[config.mk]
export PLATFORM = sky130hd
export DESIGN_NAME = booth_inverse_divider
export DESIGN_NICKNAME = d
export VERILOG_FILES = /design/src/rtl/div_pkg.sv /design/src/rtl/nonrestoring_step.sv /design/src/rtl/booth_inverse_divider.sv
export SDC_FILE = /design/constraint.sdc
export NUM_CORES = 1
export LEC_CHECK = 0
export BUFFER_PORTS_ARGS = -buffer_cell sky130_fd_sc_hd__buf_2
export CAP_MARGIN = 20
export CORE_MARGIN = 2
export CORE_UTILIZATION = 44
export DETAILED_ROUTE_END_ITERATION = 10
export GPL_ROUTABILITY_DRIVEN = 0
export HOLD_SLACK_MARGIN = 0.05
export PLACE_DENSITY_LB_ADDON = 0.08
export SLEW_MARGIN = 40
export SYNTH_ARGS = -nofsm -noshare
export SYNTH_HDL_FRONTEND = slang
export SYNTH_SLANG_ARGS = --single-unit
[constraint.sdc]
create_clock -name clk -period 6.7 [get_ports clk]
set_clock_uncertainty 0.1 [all_clocks]
set_input_delay 0 -clock clk [delete_from_list [all_inputs] [get_ports clk]]
set_output_delay 0 -clock clk [all_outputs]
set_load 0.01 [all_outputs]
[src/rtl/div_pkg.sv]
// Shared definitions for the sequential signed divider.
package div_pkg;
  localparam int DIV_WIDTH = 32;
  localparam int DIV_CNT_W = $clog2(DIV_WIDTH);

  typedef enum logic [1:0] {IDLE, CALC, FIX} div_state_e;
endpackage

[src/rtl/nonrestoring_step.sv]
// One radix-2 non-restoring iteration on a WIDTH+1 bit signed partial remainder.
module nonrestoring_step #(
  parameter int WIDTH = 32
) (
  input  logic [WIDTH:0] rem,
  input  logic           qin,
  input  logic [WIDTH:0] babs,
  output logic [WIDTH:0] rem_nxt,
  output logic           qbit
);
  // One extra bit of headroom so 2*rem +/- |B| cannot wrap before the sign test.
  logic [WIDTH+1:0] shifted, bext, res;

  assign shifted = {rem, qin};
  assign bext    = {1'b0, babs};
  assign res     = rem[WIDTH] ? shifted + bext : shifted - bext;
  assign rem_nxt = res[WIDTH:0];
  assign qbit    = ~res[WIDTH+1];
endmodule

[src/rtl/booth_inverse_divider.sv]
// Signed WIDTH-bit divider, one quotient bit per clock; done pulses WIDTH+1 cycles after start.
module booth_inverse_divider
  import div_pkg::*;
#(
  parameter int WIDTH = DIV_WIDTH
) (
  input  logic             clk,
  input  logic             rst,
  input  logic             start,
  input  logic [WIDTH-1:0] inputA,
  input  logic [WIDTH-1:0] inputB,
  output logic [WIDTH-1:0] outQuotient,
  output logic [WIDTH-1:0] outRemainder,
  output logic             done,
  output logic             busy,
  output logic             divByZero
);
  localparam int CW = $clog2(WIDTH);

  div_state_e       state, state_nxt;
  logic [WIDTH:0]   rem, babs, rem_nxt;
  logic [WIDTH-1:0] quo, a_mag, b_mag, r_mag;
  logic [CW-1:0]    cnt;
  logic             neg_a, neg_q, bzero, qbit;

  // Unsigned W-bit negation keeps |-2^(W-1)| exact.
  assign a_mag = inputA[WIDTH-1] ? -inputA : inputA;
  assign b_mag = inputB[WIDTH-1] ? -inputB : inputB;
  assign busy  = (state != IDLE);

  nonrestoring_step #(.WIDTH(WIDTH)) u_step (
    .rem     (rem),
    .qin     (quo[WIDTH-1]),
    .babs    (babs),
    .rem_nxt (rem_nxt),
    .qbit    (qbit)
  );

  // Final remainder correction; the result is always below |B| so W bits suffice.
  assign r_mag = rem[WIDTH] ? rem[WIDTH-1:0] + babs[WIDTH-1:0] : rem[WIDTH-1:0];

  always_comb begin
    state_nxt = state;
    case (state)
      IDLE:    if (start) state_nxt = CALC;
      CALC:    if (cnt == '0) state_nxt = FIX;
      FIX:     state_nxt = IDLE;
      default: state_nxt = IDLE;
    endcase
  end

  always_ff @(posedge clk) begin
    if (rst) state <= IDLE;
    else     state <= state_nxt;
  end

  always_ff @(posedge clk) begin
    if (rst) begin
      rem          <= '0;
      babs         <= '0;
      quo          <= '0;
      cnt          <= '0;
      neg_a        <= 1'b0;
      neg_q        <= 1'b0;
      bzero        <= 1'b0;
      outQuotient  <= '0;
      outRemainder <= '0;
      done         <= 1'b0;
      divByZero    <= 1'b0;
    end else begin
      done <= 1'b0;
      case (state)
        IDLE: if (start) begin
          quo   <= a_mag;
          babs  <= {1'b0, b_mag};
          rem   <= '0;
          neg_a <= inputA[WIDTH-1];
          neg_q <= inputA[WIDTH-1] ^ inputB[WIDTH-1];
          bzero <= (inputB == '0);
          cnt   <= CW'(WIDTH - 1);
        end
        CALC: begin
          rem <= rem_nxt;
          quo <= {quo[WIDTH-2:0], qbit};
          cnt <= cnt - 1'b1;
        end
        FIX: begin
          // With |B| = 0 the iteration leaves |A| in the remainder, so R = A falls out naturally.
          outQuotient  <= bzero ? '1 : (neg_q ? -quo : quo);
          outRemainder <= neg_a ? -r_mag : r_mag;
          divByZero    <= bzero;
          done         <= 1'b1;
        end
        default: ;
      endcase
    end
  end
endmodule
==> summary.md, run 1 <==
| Metric | Value |
|---|---|
| Mapped Area | 0.0134 mm² |
| Die Wd | 179 µm |
| Final setup violation count | 0 |
| Number of stages on the worst hold path | 5 |
| Vias in the first global route | 12,100 |
| Status | finished clean |
| Row count | 63 |
| CTS root buf | clkbuf_16 |
| Worst reg2reg path startpoint | babs[2] |
| Post-DRT Antenna Nets | 0 |
| Depth of the most critical reg-to-reg path | 20 |
| First-pass GRT wire length | 62,600 µm |
| Post-CTS setup buffer count | 0 |
| Met1 wire length | 20,200 µm |
| WL met2 | 15,900 µm |
| DR WL/cell | 16.6 µm |
| Critical path type | register to register |
| GRT Total Usage | 0.242 |
| Largest net degree at the start of global routing | 97 |
| Die H | 179 µm |
| Hold EP | quo[12] |
| Maximum vdd ir drop | 0.231 mV |
| Async SR Flop Fraction | 0 |
| Reg area | 0.00347 mm² |
| Via count | 13,200 |
| N_diodes | 0 |
| Longest Clk Path Bufs | 2 |
| R2R Setup Slk | 1900 ps |
| PnR worst setup slack | 1900 ps |
| DRT Pass-1 Iters | 5 |
| Number of warnings issued by yosys | 0 |
| Post-Syn Nets | 1,884 |
| Dominant synthesized flop cell | dfxtp_1 |
| Met3 routed WL | 2080 µm |
| CTS tree | yes |
| Layout Cells excl Fill | 2,310 |
| DP Wirelength | 28,000 µm |
| Endpoint class of the critical path | register |
| Starting Density | 0.450 |
| Post-synth cell types | 100 |
| CP Data Arrival Time | 5000 ps |
| Synthesized area per cell | 7.69 µm² |
| Startpoint Class | register |
| Via density | 5.70 |
| Layout fillers | 2,937 |
| Depth of the CTS H-tree | 4 |
| Max Cap Violations | 0 |
| I/O pins | 134 |
| Antenna violations before repair | 0 |
| Hold crit path type | input pin to register |
| Pwr Total | 5520 µW |
| WP data required | 6900 ps |
| Num CTS Buffers | 17 |
| Total core area | 0.0298 mm² |
| Final slew viol count | 0 |
| CTS sink count | 173 |
| Power per cell area | 347 mW/mm² |
| Flops & latches, synth | 173 |
| RSZ-0062 raised after global routing | no |
| Hold_sp | inputA[12] |
| Initial DRC Count | 840 |
| Sequential-to-total area share from yosys stat | 0.258 |
| Final Hold Violating Endpoints | 0 |
| Multi-input logic area | 0.00940 mm² |
| Dpl cells | 2,176 |
| Final Net Count | 2,047 |
| Worst slew margin | 0.459 |
| Mapped Cells | 1,744 |
| DRC viols | 0 |
| Ratio of cells with drive above 1 in the final layout | 0.124 |
| FMAX | 208 MHz |
| Final WL | 38,400 µm |
| TNS Setup | 0 ps |
| Tcrit/Tclk final | 0.716 |
| Clock latency on the worst-skew pair | 440 ps |
| Die area | 0.0319 mm² |
| Reg2reg end | quo[0] |
| Worst-path fanout max | 7 |
| DR top layer | met4 |
| Slew of the pin with the lowest slew margin | 802 ps |
| Dpl ws | 1860 ps |
| Grt ovf | 0 |
| Number of synthesized flops with an enable pin | 0 |
| Tmin final | 4800 ps |
| Synth-to-Final Area Change | 18.5% |
| # port buffers | 133 |
| Leakage power | 0.00650 µW |
| Clock Pin Slew Worst Setup and Hold Paths | 80 ps |
==> synth_stat cells (all sizes together), types with 13 or more instances <==
library cell	count	area, µm²
nand2	199	747
dfxtp	173	3460
a21oi	162	833
nor2	153	574
xnor2	109	955
o21ai	79	403
xor2	74	648
clkbuf	72	270
ha	71	888
a211oi	50	395
nand3	49	245
a21o	43	323
nor3	43	230
inv	41	154
o22ai	35	225
a22oi	32	240
buf	32	156
o31ai	31	243
or4	23	184
a31oi	20	131
nand2b	20	125
o41ai	20	209
and3	18	113
nor4	15	106
mux2i	13	130
==> critical path, stage by stage (launching register included) <==
cell and delay, ps:
dfxtp_1 370, nor3_1 260, nand2b_1 130, nor3_1 320
and2_1 270, and3_1 230, nand2_1 120, nor2_1 100
nor2_1 50, xor2_1 170, ha_1 380, a21o_1 190
a21o_1 170, a21oi_1 160, o21ai_0 130, a211oi_1 380
nor3_1 120, a2111oi_1 580, a21oi_1 170, xor2_1 180
o22ai_1 80
==> through the flow <==
stage	area (µm²)	hold WS [ps]	utilization
finish	15900	311	0.533
global route	15900	335	0.533
global placement	14300	192	0.479
floorplan	13400	36.0	-
CTS	15900	297	0.533
detailed placement	14300	194	0.479
==> where the power goes <==
group          total, µW  switching (µW)  internal [µW]
clock network        994             488            506
registers           1380             231           1150
logic               3150            1810           1330
total               5520            2530           2990
==> repair_timing <==
action	4_1_cts	5_1_grt
endpoints found under the hold margin	73	0
setup endpoints to repair	0	0
hold buffers	102	0
resized for setup	0	0
==> how the worst max path moves through the flow <==
| stage | from | to |
|---|---|---|
| 2_1_floorplan | rem[32] | quo[0] |
| 3_3_place_gp | babs[2] | quo[0] |
| 4_1_cts | babs[2] | quo[0] |
| 3_5_place_dp | babs[2] | quo[0] |
| 6_report | babs[2] | quo[0] |
| 5_1_grt | babs[2] | quo[0] |
==> placed cells by master, fill, tap and decap left out, drive strengths merged, types with 50 or more instances in the layout <==
cell type / netlist / layout
nand2: 199 / 199
dlygate4sd3: 0 / 102
o21ai: 79 / 79
a211oi: 50 / 50
ha: 71 / 71
buf: 32 / 146
xor2: 74 / 74
xnor2: 109 / 109
dfxtp: 173 / 173
a21oi: 162 / 162
nor2: 153 / 153
==> flip-flops by register name, summed over array words and instances, names as in the netlist <==
register      flops
neg_q             1
outQuotient      32
outRemainder     32
rem              33
state             2
quo              32
bzero             1
divByZero         1
done              1
babs             32
neg_a             1
cnt               5
==> cell type report <==
type / count / area share
Clock inverter: 14 / 0.00897
Multi-Input combinational cell: 1426 / 0.591
Tap cell: 390 / 0.0307
Clock buffer: 18 / 0.0276
Sequential cell: 173 / 0.218
Timing Repair Buffer: 248 / 0.114
Inverter: 41 / 0.00968
==> logic make-up (layout without fill, tap and decap cells) <==
| family | count (synthesis) | count (layout) | share of synthesized area |
|---|---|---|---|
| AOI/OAI and AO/OA | 549 | 549 | 0.276 |
| xor gates and xnor gates | 184 | 184 | 0.121 |
| adders and majority gates | 73 | 73 | 0.0692 |
| buffers and inverters | 145 | 321 | 0.0433 |
| DFF | 173 | 173 | 0.258 |
| muxes | 20 | 20 | 0.0161 |
| and+or+nand+nor | 600 | 600 | 0.216 |
==> routing by layer <==
metal  vias up  track usage
li1       6737            -
met1      6073        0.374
met2       337        0.357
met3        26       0.0313
met4         0       0.0440
met5         -            0
Note: power is estimated with default switching activity, not from simulation.
==> run 2: changes to the inputs <==
--- a/config.mk
+++ b/config.mk
@@ -5,6 +5,7 @@
 export SDC_FILE = /design/constraint.sdc
 export NUM_CORES = 1
 export LEC_CHECK = 0
+export ABC_AREA = 1
 export BUFFER_PORTS_ARGS = -buffer_cell sky130_fd_sc_hd__buf_2
 export CAP_MARGIN = 20
 export CORE_MARGIN = 2
==> constraint.sdc (replaced) <==
create_clock -name clk -period 5 [get_ports clk]
set_clock_uncertainty 0.1 [all_clocks]
set_input_delay 0 -clock clk [delete_from_list [all_inputs] [get_ports clk]]
set_output_delay 0 -clock clk [all_outputs]
set_load 0.01 [all_outputs]
==> summary.md, run 2 <==
| Metric | Value |
|---|---|
| Status | finished clean |
| Clock latency on the worst-skew pair | 450 ps (about the same) |
| Row count | 66 (+4.8%) |
| DP Wirelength | 38,900 µm (+39%) |
| Via density | 5.35 (-6.3%) |
| Synth-to-Final Area Change | 18.6% |
| Slew of the pin with the lowest slew margin | 786 ps (-16.1 ps) |
| Final slew viol count | 0 (unchanged) |
| Top-count cell post-synth | nand2_1 |
| Main combinational cell family by area after synthesis | simple AND/OR/NAND/NOR gates |
| Endpoint class of the critical path | register |
| Initial DRC Count | 1,418 (+69%) |
| Adder-cell share of the synthesized area | 0.0630 (-0.00616) |
| CTS root buf | clkbuf_16 |
| RSZ-0062 raised after global routing | no |
| Proportion of synthesized area in mux cells | 0 (-0.0161) |
| DRC viols | 0 (unchanged) |
| Final setup violation count | 0 (unchanged) |
| Antenna violations before repair | 0 (unchanged) |
| Net Sw Frac | 0.495 (+0.0359) |
| DR WL/cell | 16.1 µm (-3.2%) |
| N_diodes | 0 (unchanged) |
| Post-synth cell types | 57 (-43%) |
| Power per cell area | 429 mW/mm² (+23%) |
| Most frequent cells in the layout | nand2_1, inv_1, nor2_1 |
| WP data required | 5240 ps (-1660 ps) |
| Final WL | 50,100 µm (+30%) |
| I/O pins | 134 (unchanged) |
| Dominant synthesized flop cell | dfxtp_1 |
| Final Hold Violating Endpoints | 0 (unchanged) |
| Post-DRT Antenna Nets | 0 (unchanged) |
| Vias in the first global route | 14,900 (+23%) |
| Number of warnings issued by yosys | 0 (unchanged) |
| Worst reg2reg path startpoint | babs[1] |
| Hold crit path type | input pin to register |
| Max reg flops | 33 (unchanged) |
| Max Cap Violations | 0 (unchanged) |
| Longest Clk Path Bufs | 2 (unchanged) |
| # port buffers | 133 (unchanged) |
| Clock Pin Slew Worst Setup and Hold Paths | 80 ps (about the same) |
| Clk pwr share | 0.187 (+0.007) |
| Mapped Area | 0.0147 mm² (+9.8%) |
| First-pass GRT wire length | 78,800 µm (+26%) |
| Psw | 3700 µW (+46%) |
| PnR worst setup slack | 748 ps (-1150 ps) |
| Simple-gate share of the synthesized area | 0.345 (+0.129) |
| CP Data Arrival Time | 4490 ps (-510 ps) |
| Leakage power | 0.00879 µW (+35%) |
| Num CTS Buffers | 17 (unchanged) |
| Starting Density | 0.449 (-0.00104) |
| Flops & latches, synth | 173 (unchanged) |
| Area share of the largest cell type after synthesis | 0.235 (-0.0230) |
| Depth of the most critical reg-to-reg path | 18 (-10%) |
| Maximum vdd ir drop | 0.307 mV (+33%) |
| Via count | 16,600 (+26%) |
| Dpl ws | 768 ps (-1090 ps) |
| Post-Syn Nets | 2,595 (+38%) |
| Sequential-to-total area share from yosys stat | 0.235 (-0.0230) |
| Die area | 0.0350 mm² (+9.6%) |
| Largest net degree at the start of global routing | 73 (-25%) |
| Pwr Total | 7490 µW (+36%) |
| Mapped Cells | 2,455 (+41%) |
| Async SR Flop Fraction | 0 (unchanged) |
| FMAX | 235 MHz (+13%) |
| CTS sink count | 173 (unchanged) |
| Die Wd | 187 µm (+4.7%) |
| Tcrit/Tclk final | 0.850 (+0.134) |
| Sequential Power Share | 0.247 (-0.003) |
| Post-synthesis xor/xnor area fraction | 0.0547 (-0.0664) |
| Post-synth top area cell | dfxtp_1 |
| DRT Pass-1 Iters | 6 (+1) |
| Worst setup path end | quo[0] |
| Combinational share of power | 0.566 (-0.004) |
| Synth top cells by count | nand2_1, inv_1, nor2_1 |
| Worst slew margin | 0.474 (+0.0156) |
| Layout Utilization | 0.533 (-0.000566) |
| Commonest non-fill, non-tap cell in the layout | nand2_1 |
| Worst-path fanout max | 5 (-2) |
| CTS tree | yes |
| Number of stages on the worst hold path | 4 (-1) |
| Internal power | 3780 µW (+27%) |
| Largest cells by area after synthesis | dfxtp_1, nand2_1, inv_1, nor2_1, a21oi_1 |
| Final Net Count | 2,794 (+36%) |
| Startpoint Class | register |
| TNS Setup | 0 ps (unchanged) |
| Tmin final | 4250 ps (-547 ps) |
| Number of synthesized flops with an enable pin | 0 (unchanged) |
| Compound-gate portion of the synthesized area | 0.188 (-0.0883) |
| Largest reg by FF count | rem |
| Ratio of cells with drive above 1 in the final layout | 0.0926 (-0.0319) |
| Crit path launch | babs[1] |
| Total core area | 0.0328 mm² (+10%) |
| Die H | 187 µm (+4.7%) |
| GRT Total Usage | 0.280 (+0.0380) |
| Grt ovf | 0 (unchanged) |
| Critical path type | register to register |
| Depth of the CTS H-tree | 4 (unchanged) |
| R2R Setup Slk | 750 ps (-1150 ps) |
| Synthesized area per cell | 6.00 µm² (-22%) |
| Reg2reg end | quo[0] |
-- run 2: repair_timing --
action,4_1_cts,5_1_grt
hold buffers,115,0
endpoints found under the hold margin,83,0
resized for setup,0,0
setup buffers,0,0
endpoints found under the setup margin,0,0
-- run 2: stage by stage --
stage / cell area (µm²) / cells / hold WS, ps
after floorplan: 14700 / 2455 / 60.9
after global placement: 15700 / 2962 / 194
after detailed placement: 15700 / 2962 / 195
after CTS: 17500 / 3109 / 66.5
after global routing: 17500 / 3109 / 123
final: 17500 / 3109 / 87.3
-- run 2: power groups by stage --
stage,clock network [µW],logic [µW],registers (µW)
finish,1400,4240,1850
global route,1470,4740,1870
CTS,1420,4160,1840
detailed placement,0,4060,1870
global placement,0,4020,1860
floorplan,0,3120,1730
-- run 2: worst min path at each step --
stage                     from       end
CTS                 inputB[31]  babs[23]
global placement    inputA[28]   quo[28]
detailed placement  inputA[28]   quo[28]
finish              inputB[31]  babs[23]
global route        inputB[31]  babs[23]
floorplan            inputB[1]   babs[1]
-- run 2: cell families (layout without fill, tap and decap cells) --
logic type | Yosys count | in the layout
compound gates | 477 | 477
fa+ha+maj | 73 | 73
xor+xnor | 92 | 92
flops | 173 | 173
buf+inv | 439 | 651
simple gates | 1201 | 1201
-- run 2: layout make-up --
| class | instances | area [µm²] |
|---|---|---|
| Fill cell | 3329 | 15300 |
| Multi-Input combinational cell | 1843 | 9590 |
| Sequential cell | 173 | 3460 |
| Timing Repair Buffer | 260 | 1910 |
| Inverter | 359 | 1350 |
| Tap cell | 442 | 553 |
| Clock buffer | 18 | 439 |
| Clock inverter | 14 | 159 |
-- run 2: critical path, stage by stage, from the launching register on --
cell and delay (ps):
dfxtp_1 360, inv_1 90, ha_1 160, nand3_1 100, nor3_1 280, nand4_1 170, nor3_1 300, nand4_1 220
o21ai_0 370, o21ai_0 190, xor2_1 190, ha_1 350, a21oi_1 220, o21ai_0 140, a221oi_1 310, nand3_1 140
or2_2 310, nand3_1 70, nand2_1 50
-- run 2: routing by layer --
layer	up-vias	track usage	routed length, µm
li1	8431	-	-
met1	7514	0.397	23600
met2	606	0.435	21300
met3	68	0.0415	3710
met4	0	0.0934	1460
met5	-	0	0
